## src/rtl/jk_ctrl_pkg.sv

```systemverilog
// Shared types and helpers for the JK flop-bank command sequencer.
package jk_ctrl_pkg;

    typedef enum logic [1:0] {
        JK_HOLD   = 2'b00,
        JK_RESET  = 2'b01,
        JK_SET    = 2'b10,
        JK_TOGGLE = 2'b11
    } jk_op_e;

    typedef enum logic [1:0] {
        StIdle,
        StDrive,
        StSample,
        StResp
    } jk_state_e;

    // Value a healthy flop must hold after one cycle of the given op.
    function automatic logic jk_expected(input jk_op_e op, input logic pre_q);
        logic res;
        unique case (op)
            JK_HOLD:   res = pre_q;
            JK_RESET:  res = 1'b0;
            JK_SET:    res = 1'b1;
            JK_TOGGLE: res = ~pre_q;
            default:   res = pre_q;
        endcase
        return res;
    endfunction

    // {j, k} pair that performs the given op on one flop.
    function automatic logic [1:0] jk_drive(input jk_op_e op);
        logic [1:0] res;
        unique case (op)
            JK_HOLD:   res = 2'b00;
            JK_RESET:  res = 2'b01;
            JK_SET:    res = 2'b10;
            JK_TOGGLE: res = 2'b11;
            default:   res = 2'b00;
        endcase
        return res;
    endfunction

endpackage

```

## src/rtl/jk_bank_ctrl_if.sv

```systemverilog
// Command/response handshake bundle between a requester and jk_bank_ctrl.
interface jk_bank_ctrl_if #(
    parameter int unsigned IDX_W = 3
);
    import jk_ctrl_pkg::*;

    logic             cmd_valid;
    logic             cmd_ready;
    jk_op_e           cmd_op;
    logic [IDX_W-1:0] cmd_idx;
    logic             rsp_valid;
    logic             rsp_ready;
    logic             rsp_q;
    logic             rsp_err;

    modport master (
        output cmd_valid, cmd_op, cmd_idx, rsp_ready,
        input  cmd_ready, rsp_valid, rsp_q, rsp_err
    );

    modport slave (
        input  cmd_valid, cmd_op, cmd_idx, rsp_ready,
        output cmd_ready, rsp_valid, rsp_q, rsp_err
    );

endinterface

```

## src/rtl/jk_bank_ctrl.sv

```systemverilog
// Command sequencer for a bank of NUM_FF JK flops: drives one flop for one cycle,
// reads it back and returns a response.
// Optional read-back check against the expected value: define JK_READBACK_CHECK_EN.
module jk_bank_ctrl
    import jk_ctrl_pkg::*;
#(
    parameter int unsigned NUM_FF = 8,
    parameter int unsigned IDX_W  = $clog2(NUM_FF)
) (
    input  logic              clk,
    input  logic              reset,
    jk_bank_ctrl_if.slave     bus,
    output logic [NUM_FF-1:0] j_o,
    output logic [NUM_FF-1:0] k_o,
    input  logic [NUM_FF-1:0] q_i,
    output logic              busy
);

    jk_state_e         state_q;
    logic [IDX_W-1:0]  idx_q;
    logic              idx_ok_q;
    logic [NUM_FF-1:0] j_q;
    logic [NUM_FF-1:0] k_q;
    logic              rsp_valid_q;
    logic              rsp_q_q;
    logic              rsp_err_q;
    logic              busy_q;
`ifdef JK_READBACK_CHECK_EN
    jk_op_e            op_q;
    logic              pre_q;
`endif

    logic              cmd_idx_ok;
    logic [1:0]        cmd_jk;

    // Decode the incoming command: index range and the j/k pair to apply.
    always_comb begin
        cmd_idx_ok = 32'(bus.cmd_idx) < NUM_FF;
        cmd_jk     = jk_drive(bus.cmd_op);
    end

    // Sequencer FSM; every output is registered here.
    always_ff @(posedge clk) begin
        if (reset) begin
            state_q     <= StIdle;
            idx_q       <= '0;
            idx_ok_q    <= 1'b0;
            j_q         <= '0;
            k_q         <= '0;
            rsp_valid_q <= 1'b0;
            rsp_q_q     <= 1'b0;
            rsp_err_q   <= 1'b0;
            busy_q      <= 1'b0;
`ifdef JK_READBACK_CHECK_EN
            op_q        <= JK_HOLD;
            pre_q       <= 1'b0;
`endif
        end else begin
            unique case (state_q)
                StIdle: begin
                    // cmd_ready is high whenever we sit here out of reset.
                    if (bus.cmd_valid) begin
                        state_q  <= StDrive;
                        busy_q   <= 1'b1;
                        idx_q    <= bus.cmd_idx;
                        idx_ok_q <= cmd_idx_ok;
                        j_q      <= '0;
                        k_q      <= '0;
                        if (cmd_idx_ok) begin
                            j_q[bus.cmd_idx] <= cmd_jk[1];
                            k_q[bus.cmd_idx] <= cmd_jk[0];
                        end
`ifdef JK_READBACK_CHECK_EN
                        op_q  <= bus.cmd_op;
                        pre_q <= cmd_idx_ok ? q_i[bus.cmd_idx] : 1'b0;
`endif
                    end
                end
                StDrive: begin
                    // The bank captures j/k at the edge closing this cycle.
                    j_q     <= '0;
                    k_q     <= '0;
                    state_q <= StSample;
                end
                StSample: begin
                    state_q     <= StResp;
                    rsp_valid_q <= 1'b1;
                    if (!idx_ok_q) begin
                        rsp_q_q   <= 1'b0;
                        rsp_err_q <= 1'b1;
                    end else begin
                        rsp_q_q   <= q_i[idx_q];
`ifdef JK_READBACK_CHECK_EN
                        rsp_err_q <= q_i[idx_q] != jk_expected(op_q, pre_q);
`else
                        rsp_err_q <= 1'b0;
`endif
                    end
                end
                StResp: begin
                    if (bus.rsp_ready) begin
                        state_q     <= StIdle;
                        rsp_valid_q <= 1'b0;
                        busy_q      <= 1'b0;
                    end
                end
                default: state_q <= StIdle;
            endcase
        end
    end

    // Ready is suppressed while reset is held so nothing is accepted in that cycle.
    assign bus.cmd_ready = (state_q == StIdle) && !reset;
    assign bus.rsp_valid = rsp_valid_q;
    assign bus.rsp_q     = rsp_q_q;
    assign bus.rsp_err   = rsp_err_q;
    assign j_o           = j_q;
    assign k_o           = k_q;
    assign busy          = busy_q;

endmodule

```

## src/flat_wrapper.sv

```systemverilog
// flat-port wrapper written by rule: the top's interface ports become plain ports
module jk_bank_ctrl_flat import jk_ctrl_pkg::*;
#(
    parameter int unsigned NUM_FF = 8,
    parameter int unsigned IDX_W  = $clog2(NUM_FF)
)
  (clk, reset, j_o, k_o, q_i, busy, bus_cmd_valid, bus_cmd_op, bus_cmd_idx, bus_rsp_ready, bus_cmd_ready, bus_rsp_valid, bus_rsp_q, bus_rsp_err);
  jk_bank_ctrl_if #(.IDX_W(IDX_W)) bus_i ();
  input  logic clk;
  input  logic reset;
  output logic [NUM_FF-1:0] j_o;
  output logic [NUM_FF-1:0] k_o;
  input  logic [NUM_FF-1:0] q_i;
  output logic busy;
  input wire logic [$bits(bus_i.cmd_valid)-1:0] bus_cmd_valid;
  input wire logic [$bits(bus_i.cmd_op)-1:0] bus_cmd_op;
  input wire logic [$bits(bus_i.cmd_idx)-1:0] bus_cmd_idx;
  input wire logic [$bits(bus_i.rsp_ready)-1:0] bus_rsp_ready;
  output wire logic [$bits(bus_i.cmd_ready)-1:0] bus_cmd_ready;
  output wire logic [$bits(bus_i.rsp_valid)-1:0] bus_rsp_valid;
  output wire logic [$bits(bus_i.rsp_q)-1:0] bus_rsp_q;
  output wire logic [$bits(bus_i.rsp_err)-1:0] bus_rsp_err;
  assign bus_i.cmd_valid = bus_cmd_valid;
  assign bus_i.cmd_op = bus_cmd_op;
  assign bus_i.cmd_idx = bus_cmd_idx;
  assign bus_i.rsp_ready = bus_rsp_ready;
  assign bus_cmd_ready = bus_i.cmd_ready;
  assign bus_rsp_valid = bus_i.rsp_valid;
  assign bus_rsp_q = bus_i.rsp_q;
  assign bus_rsp_err = bus_i.rsp_err;
  jk_bank_ctrl #(.NUM_FF(NUM_FF), .IDX_W(IDX_W)) u_core (.clk(clk), .reset(reset), .bus(bus_i), .j_o(j_o), .k_o(k_o), .q_i(q_i), .busy(busy));
endmodule
```

## config.mk

```make
export PLATFORM = sky130hd
export DESIGN_NAME = jk_bank_ctrl_flat
export DESIGN_NICKNAME = d
export VERILOG_FILES = /design/src/rtl/jk_ctrl_pkg.sv /design/src/rtl/jk_bank_ctrl_if.sv /design/src/rtl/jk_bank_ctrl.sv /design/src/flat_wrapper.sv
export SDC_FILE = /design/constraint.sdc
export NUM_CORES = 1
export LEC_CHECK = 0
export BUFFER_PORTS_ARGS = -buffer_cell sky130_fd_sc_hd__buf_4
export CORE_MARGIN = 2
export CORE_UTILIZATION = 44
export DETAILED_ROUTE_END_ITERATION = 8
export PLACE_DENSITY = 0.71
export SYNTH_ARGS = -nofsm -noshare
export SYNTH_HDL_FRONTEND = slang
export SYNTH_SLANG_ARGS = --single-unit
```

## constraint.sdc

```tcl
create_clock -name clk -period 5.02 [get_ports clk]
set_clock_uncertainty 0.15 [all_clocks]
set_input_delay 0.753 -clock clk [delete_from_list [all_inputs] [get_ports clk]]
set_output_delay 0.753 -clock clk [all_outputs]
set_load 0.005 [all_outputs]
```

; ---- Word-level counts from Yosys, hierarchy flattened
; Index checks and enable logic that the tools add are counted.
[word_totals]
reg_bits = 26
inputBits = 17
word_cells = 53
[op_classes]
order_cmp = 3
eq_ne = 8
mux = 18
bitwise = 2
reduce_logical = 13
[op_table]
columns = cell, n
row1 = case mux 8 bit (2 select lines), 2
row2 = bitwise AND 8 bit, 2
row3 = two-way mux 8 bit, 2
row4 = case mux 2 bit (4 select lines), 2
row5 = equality test 2 bit (second input constant), 4
row6 = < comparator 3 x 4 -> 1 bit (second input constant), 2
row7 = AND reduction 2 bit, 4
row8 = two-way mux 1 bit, 6
row9 = nonzero test 2 bit, 3
row10 = equality test 2 x 1 -> 1 bit (second input constant), 2
row11 = zero test 2 bit, 2
row12 = two-way mux 2 bit, 2
row13 = inequality test 2 bit (second input constant), 2
row14 = case mux 1 bit (2 select lines), 2
row15 = binary-select mux 1 bit (select 3 bit), 1
row16 = demux 1 bit (select 3 bit), 1
row17 = >= comparator 3 x 1 -> 1 bit (second input constant), 1
row18 = AND reduction 3 bit, 1
row19 = logical AND 1 bit, 2
row20 = zero test 1 bit, 1

; ---- Longest topological paths before layout
; Gate-level depths: netlist of the first run.
[logic_depth]
depth_word = 7
depth_mapped = 7
mapped_depth_nobuf = 5

; ---- Least setup slack after synthesis of the first run
; OpenSTA, ideal clock, no wires.
[synth_timing]
path_kind = input -> output
startpoint = input port reset
endpoint = output port bus_cmd_ready
arrival_time_ns = 1.088
required_time_ns = 4.117
slack_ns = 3.029
cell_stages = 2
n_path_buf = 1
path_cell_list = clkbuf_1 -> nor2b_1
[synth_via]
elab_chain_len = 2
[synth_rtl]
columns = element, line_no
row1 = from (decl), flat_wrapper.sv:10  ; input logic reset;
row2 = zero test 1 bit, jk_bank_ctrl.sv:113  ; assign bus.cmd_ready = (state_q == StIdle) && !reset;
row3 = logical AND 1 bit, jk_bank_ctrl.sv:113
row4 = to (decl), flat_wrapper.sv:19  ; output wire logic [$bits(bus_i.cmd_ready)-1:0] bus_cmd_ready;
; Every way passes these cells.

; ---- Worst setup path after layout of the first run
[layout_timing]
startpoint = register u_core.state_q[0]
endpoint = output port bus_cmd_ready
[layout_via]
elab_chain_len = 2
[layout_rtl]
columns = element, line_no
row1 = from (decl), jk_bank_ctrl.sv:19  ; jk_state_e state_q;
row2 = from (signal assigned), jk_bank_ctrl.sv:45  ; state_q <= StIdle;
row3 = from (signal assigned), jk_bank_ctrl.sv:63  ; state_q <= StDrive;
row4 = from (signal assigned), jk_bank_ctrl.sv:83  ; state_q <= StSample;
row5 = zero test 2 bit, jk_bank_ctrl.sv:113
row6 = logical AND 1 bit, jk_bank_ctrl.sv:113
; Every way passes these cells.

==> flow_summary.yaml, run 1 <==
die:
  core_mm2: 0.00248
  num_rows: 18
  start_util_pct: 46.5
  die_area_mm2: 0.00304
  die_x_um: 55.2
  die_y_um: 55.2
  pin_count: 38
status:
  status: "finished clean"
sta:
  layout_min_cycle_time_ns: 2.43
  setup_viol: 0
  setup_ws_ns: 2.59
  rsz0062_at_grt: "false"
  tightestPinTransition_ns: 0.456
  finalHoldViolCount: 0
  finalMaxSlewViolations: 0
  maxSlewHeadroom_pct: 68.9
  max_freq_ghz: 0.412
  tns_ns: 0
  hold_slack_ns: 0.318
  period_share_pct: 48.4
grt:
  grt_pass1_vias: 888
  grt_usage_pct: 17.8
  grt_pass1_wl_um: 3880
  grt_max_degree: 29
  antenna_found_initial: 0
  grt-ovfl-total: 0
place:
  routabilityCongestion: 0.763
  port_buffers: 37
  dp_hpwl_um: 1770
  dp_slack_ns: 2.88
finish:
  fillers: 247
  n_antenna_cell: 0
  final_nets: 180
  layout_common_cells: "buf_4 (37), dfxtp_1 (26), nor2_1 (18)"
  multi_input_area_um2: 561
  mostFrequentLayoutCell: "buf_4"
  utilization_pct: 58.4
  syn_to_final_growth_pct: 25.8
  layout-drive-gt1-share_pct: 27.2
  regArea_um2: 520
cts:
  clk_latency_ns: 0.32
  clk_pin_slew_ns: 0.14
  htree_levels: 1
  cts_tree: "yes"
  cts_hold_buf: 0
  cts_resized: 0
  cts_sinks: 26
  cts_setup_buffers: 0
  clockBufferDepth: 2
  root_buffer: "clkbuf_4"
  numCtsBuffers: 3
setup_path:
  rr_startpoint: "u_core.state_q[0]"
  end_kind: "primary output"
  start_kind: "flop"
  required_ns: 4.12
  critPathLaunch: "u_core.state_q[0]"
  worstPathMaxFanout: 12
  rrSetupSlack_ns: 3.11
  reg2reg_depth: 5
  arrival_ns: 1.52
  path_class: "reg2out"
  worstReg2RegEnd: "u_core.k_o[7]"
detailed_routing:
  ant_nets: 0
  via_per_inst: 5.33
  drt-initial-drc-count: 13
  routed_wl_um: 2450
  vias: 1002
  first_pass_iters: 4
  wl_per_cell_um: 13.0
  drc_errors: 0
yosys:
  ys_warn_count: 0
  synth_fp_nets: 148
  syn_area_mm2: 0.00115
  synth-seq-area-share_pct: 45.2
  synth-seq-cells: 26
  yosysUniqueCellTypes: 27
  syn_avg_cell_area_um2: 9.06
  syn_inst: 127
power:
  powerDensity_mw_per_mm2: 394
  leakagePower_nw: 0.600
  peakVddDrop_v: 0.000244
run:
  drv_cap: 0
hold_path:
  hold_path_end: "u_core.k_o[6]"
  min_from: "u_core.k_o[6]"
  worstHoldPathCells: 2
  hp-class: "reg2reg"
## worst max-delay path, stage by stage (launching register included)
cell and delay (ns):
dfxtp_1 0.42, inv_1 0.09, ha_1 0.36, nor2b_1 0.20
buf_4 0.14
## how the worst max path moves through the flow
stage                               end  slack (ns)  cells past startpoint
final                     bus_cmd_ready        2.59                      4
after global routing      bus_cmd_ready        2.47                      4
after CTS                 bus_cmd_ready        2.60                      4
after detailed placement  bus_cmd_ready        2.88                      3
after global placement    bus_cmd_ready        2.89                      3
after floorplan           bus_cmd_ready        3.03                      2
## sequential cells by signal, indices dropped and copies added, names as in the netlist
name,count
u_core.idx_q,3
u_core.state_q,2
u_core.idx_ok_q,1
u_core.busy,1
u_core.bus.rsp_err,1
u_core.k_o,8
u_core.j_o,8
u_core.bus.rsp_q,1
u_core.bus.rsp_valid,1
## layout make-up
class	instances	share of cell area [%]
multi-input combinational	87	38.7
timing repair buffer	37	19.2
clock buffer	4	2.51
sequential	26	36.0
inverter	4	1.04
tap	30	2.59
## per-stage QoR
step	std cells	total power, W	cell area [um2]
2_1_floorplan	127	0.000421	1150
3_3_place_gp	184	0.000462	1410
3_5_place_dp	184	0.000469	1410
4_1_cts	188	0.000572	1450
5_1_grt	188	0.000609	1450
6_report	188	0.000570	1450
## power breakdown
group | internal [W] | leakage, nW | switching [W]
combinational | 0.0000944 | 0.367 | 0.000115
sequential | 0.000235 | 0.211 | 0.0000208
clock | 0.0000444 | 0.0210 | 0.0000603
total | 0.000374 | 0.600 | 0.000196
## Yosys cell counts (all sizes together)
library cell | instances | area (um2)
nand3 | 4 | 20.0
buf | 6 | 40.0
and4b | 2 | 20.0
nor2 | 18 | 67.6
ha | 4 | 50.1
a211oi | 2 | 15.0
mux2i | 3 | 42.5
mux4 | 1 | 22.5
a31o | 1 | 8.76
nand4 | 4 | 25.0
inv | 4 | 15.0
nand2b | 3 | 18.8
a21o | 1 | 7.51
a32oi | 12 | 105
nor2b | 4 | 25.0
nand3b | 1 | 7.51
nor3b | 1 | 7.51
nand2 | 12 | 45.0
clkbuf | 4 | 15.0
a21oi | 12 | 60.1
dfxtp | 26 | 521
o21ai | 1 | 5.00
o211ai | 1 | 7.51
## metal layers
metal  up-vias  share of wire (%)  GRT usage, %
met2        21                 48          31.0
met4         0               0.69          4.88
met1       461                 46          22.7
met5         -                  0             0
met3         2                5.0          2.96
li1        518                  -             -
## logic make-up after synthesis
kind of cell,Yosys count,share of synthesized area [%]
DFF,26,45.2
buffers and inverters,14,6.09
and+or+nand+nor,49,20.5
adders and majority gates,4,4.35
muxes,4,5.65
AOI/OAI and AO/OA,30,18.2
Power figures use the tool's default switching activity.
==> run 2: changes to the inputs <==
--- a/config.mk
+++ b/config.mk
@@ -9,7 +9,7 @@
 export CORE_MARGIN = 2
 export CORE_UTILIZATION = 44
 export DETAILED_ROUTE_END_ITERATION = 8
-export PLACE_DENSITY = 0.71
+export PLACE_DENSITY = 0.74
 export SYNTH_ARGS = -nofsm -noshare
 export SYNTH_HDL_FRONTEND = slang
 export SYNTH_SLANG_ARGS = --single-unit
==> constraint.sdc (replaced) <==
create_clock -name clk -period 2 [get_ports clk]
set_clock_uncertainty 0.15 [all_clocks]
set_input_delay 0.3 -clock clk [delete_from_list [all_inputs] [get_ports clk]]
set_output_delay 0.3 -clock clk [all_outputs]
set_load 0.005 [all_outputs]
==> flow_summary.yaml, run 2 (synthesis gave the netlist of run 1 again) <==
grt:
  grt_max_degree: 29
  grt_pass1_wl_um: 4130
  grt_pass1_vias: 977
  grt-ovfl-total: 0
  antenna_found_initial: 0
  grt_usage_pct: 18.9
place:
  routabilityCongestion: 0.772
  dpl.cell_count: 185
  dp_hpwl_um: 1820
  port_buffers: 37
setup_path:
  worst_path_max_delay_cell: "dfxtp_1"
  path_buf_inv: 3
  required_ns: 1.55
  critPathTopFamily: "flip-flops"
  crit_path_cell_trace: "inv_1, ha_4, buf_4, nor2b_1, buf_4"
  max_stage_delay_ns: 0.40
  end_kind: "primary output"
  path_class: "reg2out"
  worstPathMaxFanout: 8
  start_kind: "flop"
  arrival_ns: 1.43
  cp_common_cell: "buf_4"
die:
  core_mm2: 0.00248
  num_rows: 18
  die_y_um: 55.2
  start_util_pct: 46.5
  pin_count: 38
  die_area_mm2: 0.00304
  die_x_um: 55.2
run:
  drv_cap: 0
detailed_routing:
  routed_wl_um: 2500
  vias: 1006
  drc_errors: 0
  wl_per_cell_um: 13.2
  via_per_inst: 5.32
  first_pass_iters: 4
  drt-initial-drc-count: 8
  ant_nets: 0
finish:
  layout-drive-gt1-share_pct: 28.3
  instances_no_fill: 189
  mostFrequentLayoutCell: "buf_4"
  final_nets: 181
  syn_to_final_growth_pct: 27.5
  utilization_pct: 59.2
  layout_common_cells: "buf_4 (38), dfxtp_1 (26), nor2_1 (18)"
  n_antenna_cell: 0
power:
  total_power_w: 0.00148
  peakVddDrop_v: 0.000618
  leakagePower_nw: 0.605
  powerDensity_mw_per_mm2: 1010
status:
  status: "finished clean"
sta:
  layout_min_cycle_time_ns: 1.88
  tightestPinTransition_ns: 0.449
  rsz0062_at_grt: "false"
  maxSlewHeadroom_pct: 69.4
  max_freq_ghz: 0.531
  hold_slack_ns: 0.110
  tns_ns: 0
  finalMaxSlewViolations: 0
  setup_viol: 0
  finalHoldViolCount: 0
  period_share_pct: 94.2
cts:
  numCtsBuffers: 3
  cts_setup_buffers: 0
  cts_hold_buf: 0
  cts_sinks: 26
  cts_tree: "yes"
  root_buffer: "clkbuf_4"
  clk_pin_slew_ns: 0.14
  htree_levels: 1
  clk_latency_ns: 0.32
  clockBufferDepth: 2
hold_path:
  hp-class: "in2reg"
[run 2: stage by stage]
stage               area (um2)  worst slack (ns)
detailed placement        1420             0.230
floorplan                 1150             0.421
finish                    1470             0.116
CTS                       1460            0.0578
global route              1470            0.0231
global placement          1420             0.333
[run 2: path summary, 6_finish.rpt]
path,startpoint,endpoint,slack (ns),cells past startpoint
worst max-delay path,u_core.state_q[0],bus_cmd_ready,0.12,5
worst min-delay path,bus_cmd_idx[2],u_core.idx_q[2],0.11,3
worst max register to register,u_core.state_q[1],u_core.j_o[7],0.35,5
worst min register to register,u_core.j_o[6],u_core.j_o[6],0.32,2
[run 2: cell type report]
class | count | area, um2
clock buffer | 4 | 36.3
fill | 232 | 1010
inverter | 4 | 15.0
multi-input combinational | 87 | 573
sequential | 26 | 520
tap | 30 | 37.5
timing repair buffer | 38 | 285
[run 2: report_power, final]
| group | switching (W) | internal [W] | total (W) |
|---|---|---|---|
| combinational | 0.000298 | 0.000277 | 0.000575 |
| clock | 0.000153 | 0.000111 | 0.000264 |
| sequential | 0.0000530 | 0.000590 | 0.000643 |
[run 2: repair_timing]
action                     CTS  global route
gates resized for setup      1             1
pin swaps                    0             0
setup endpoints to repair    1             1
[run 2: tightest hold or removal path: stages]
cell	delay, ns
buf_4	0.14
nand3_1	0.06
a21oi_1	0.05
[run 2: metal layers]
layer	up-vias	global-route usage (%)	wire length, um
li1	516	-	-
met1	463	22.0	1090
met2	23	34.5	1300
met3	4	2.69	89
met4	0	7.32	20
met5	-	0	0
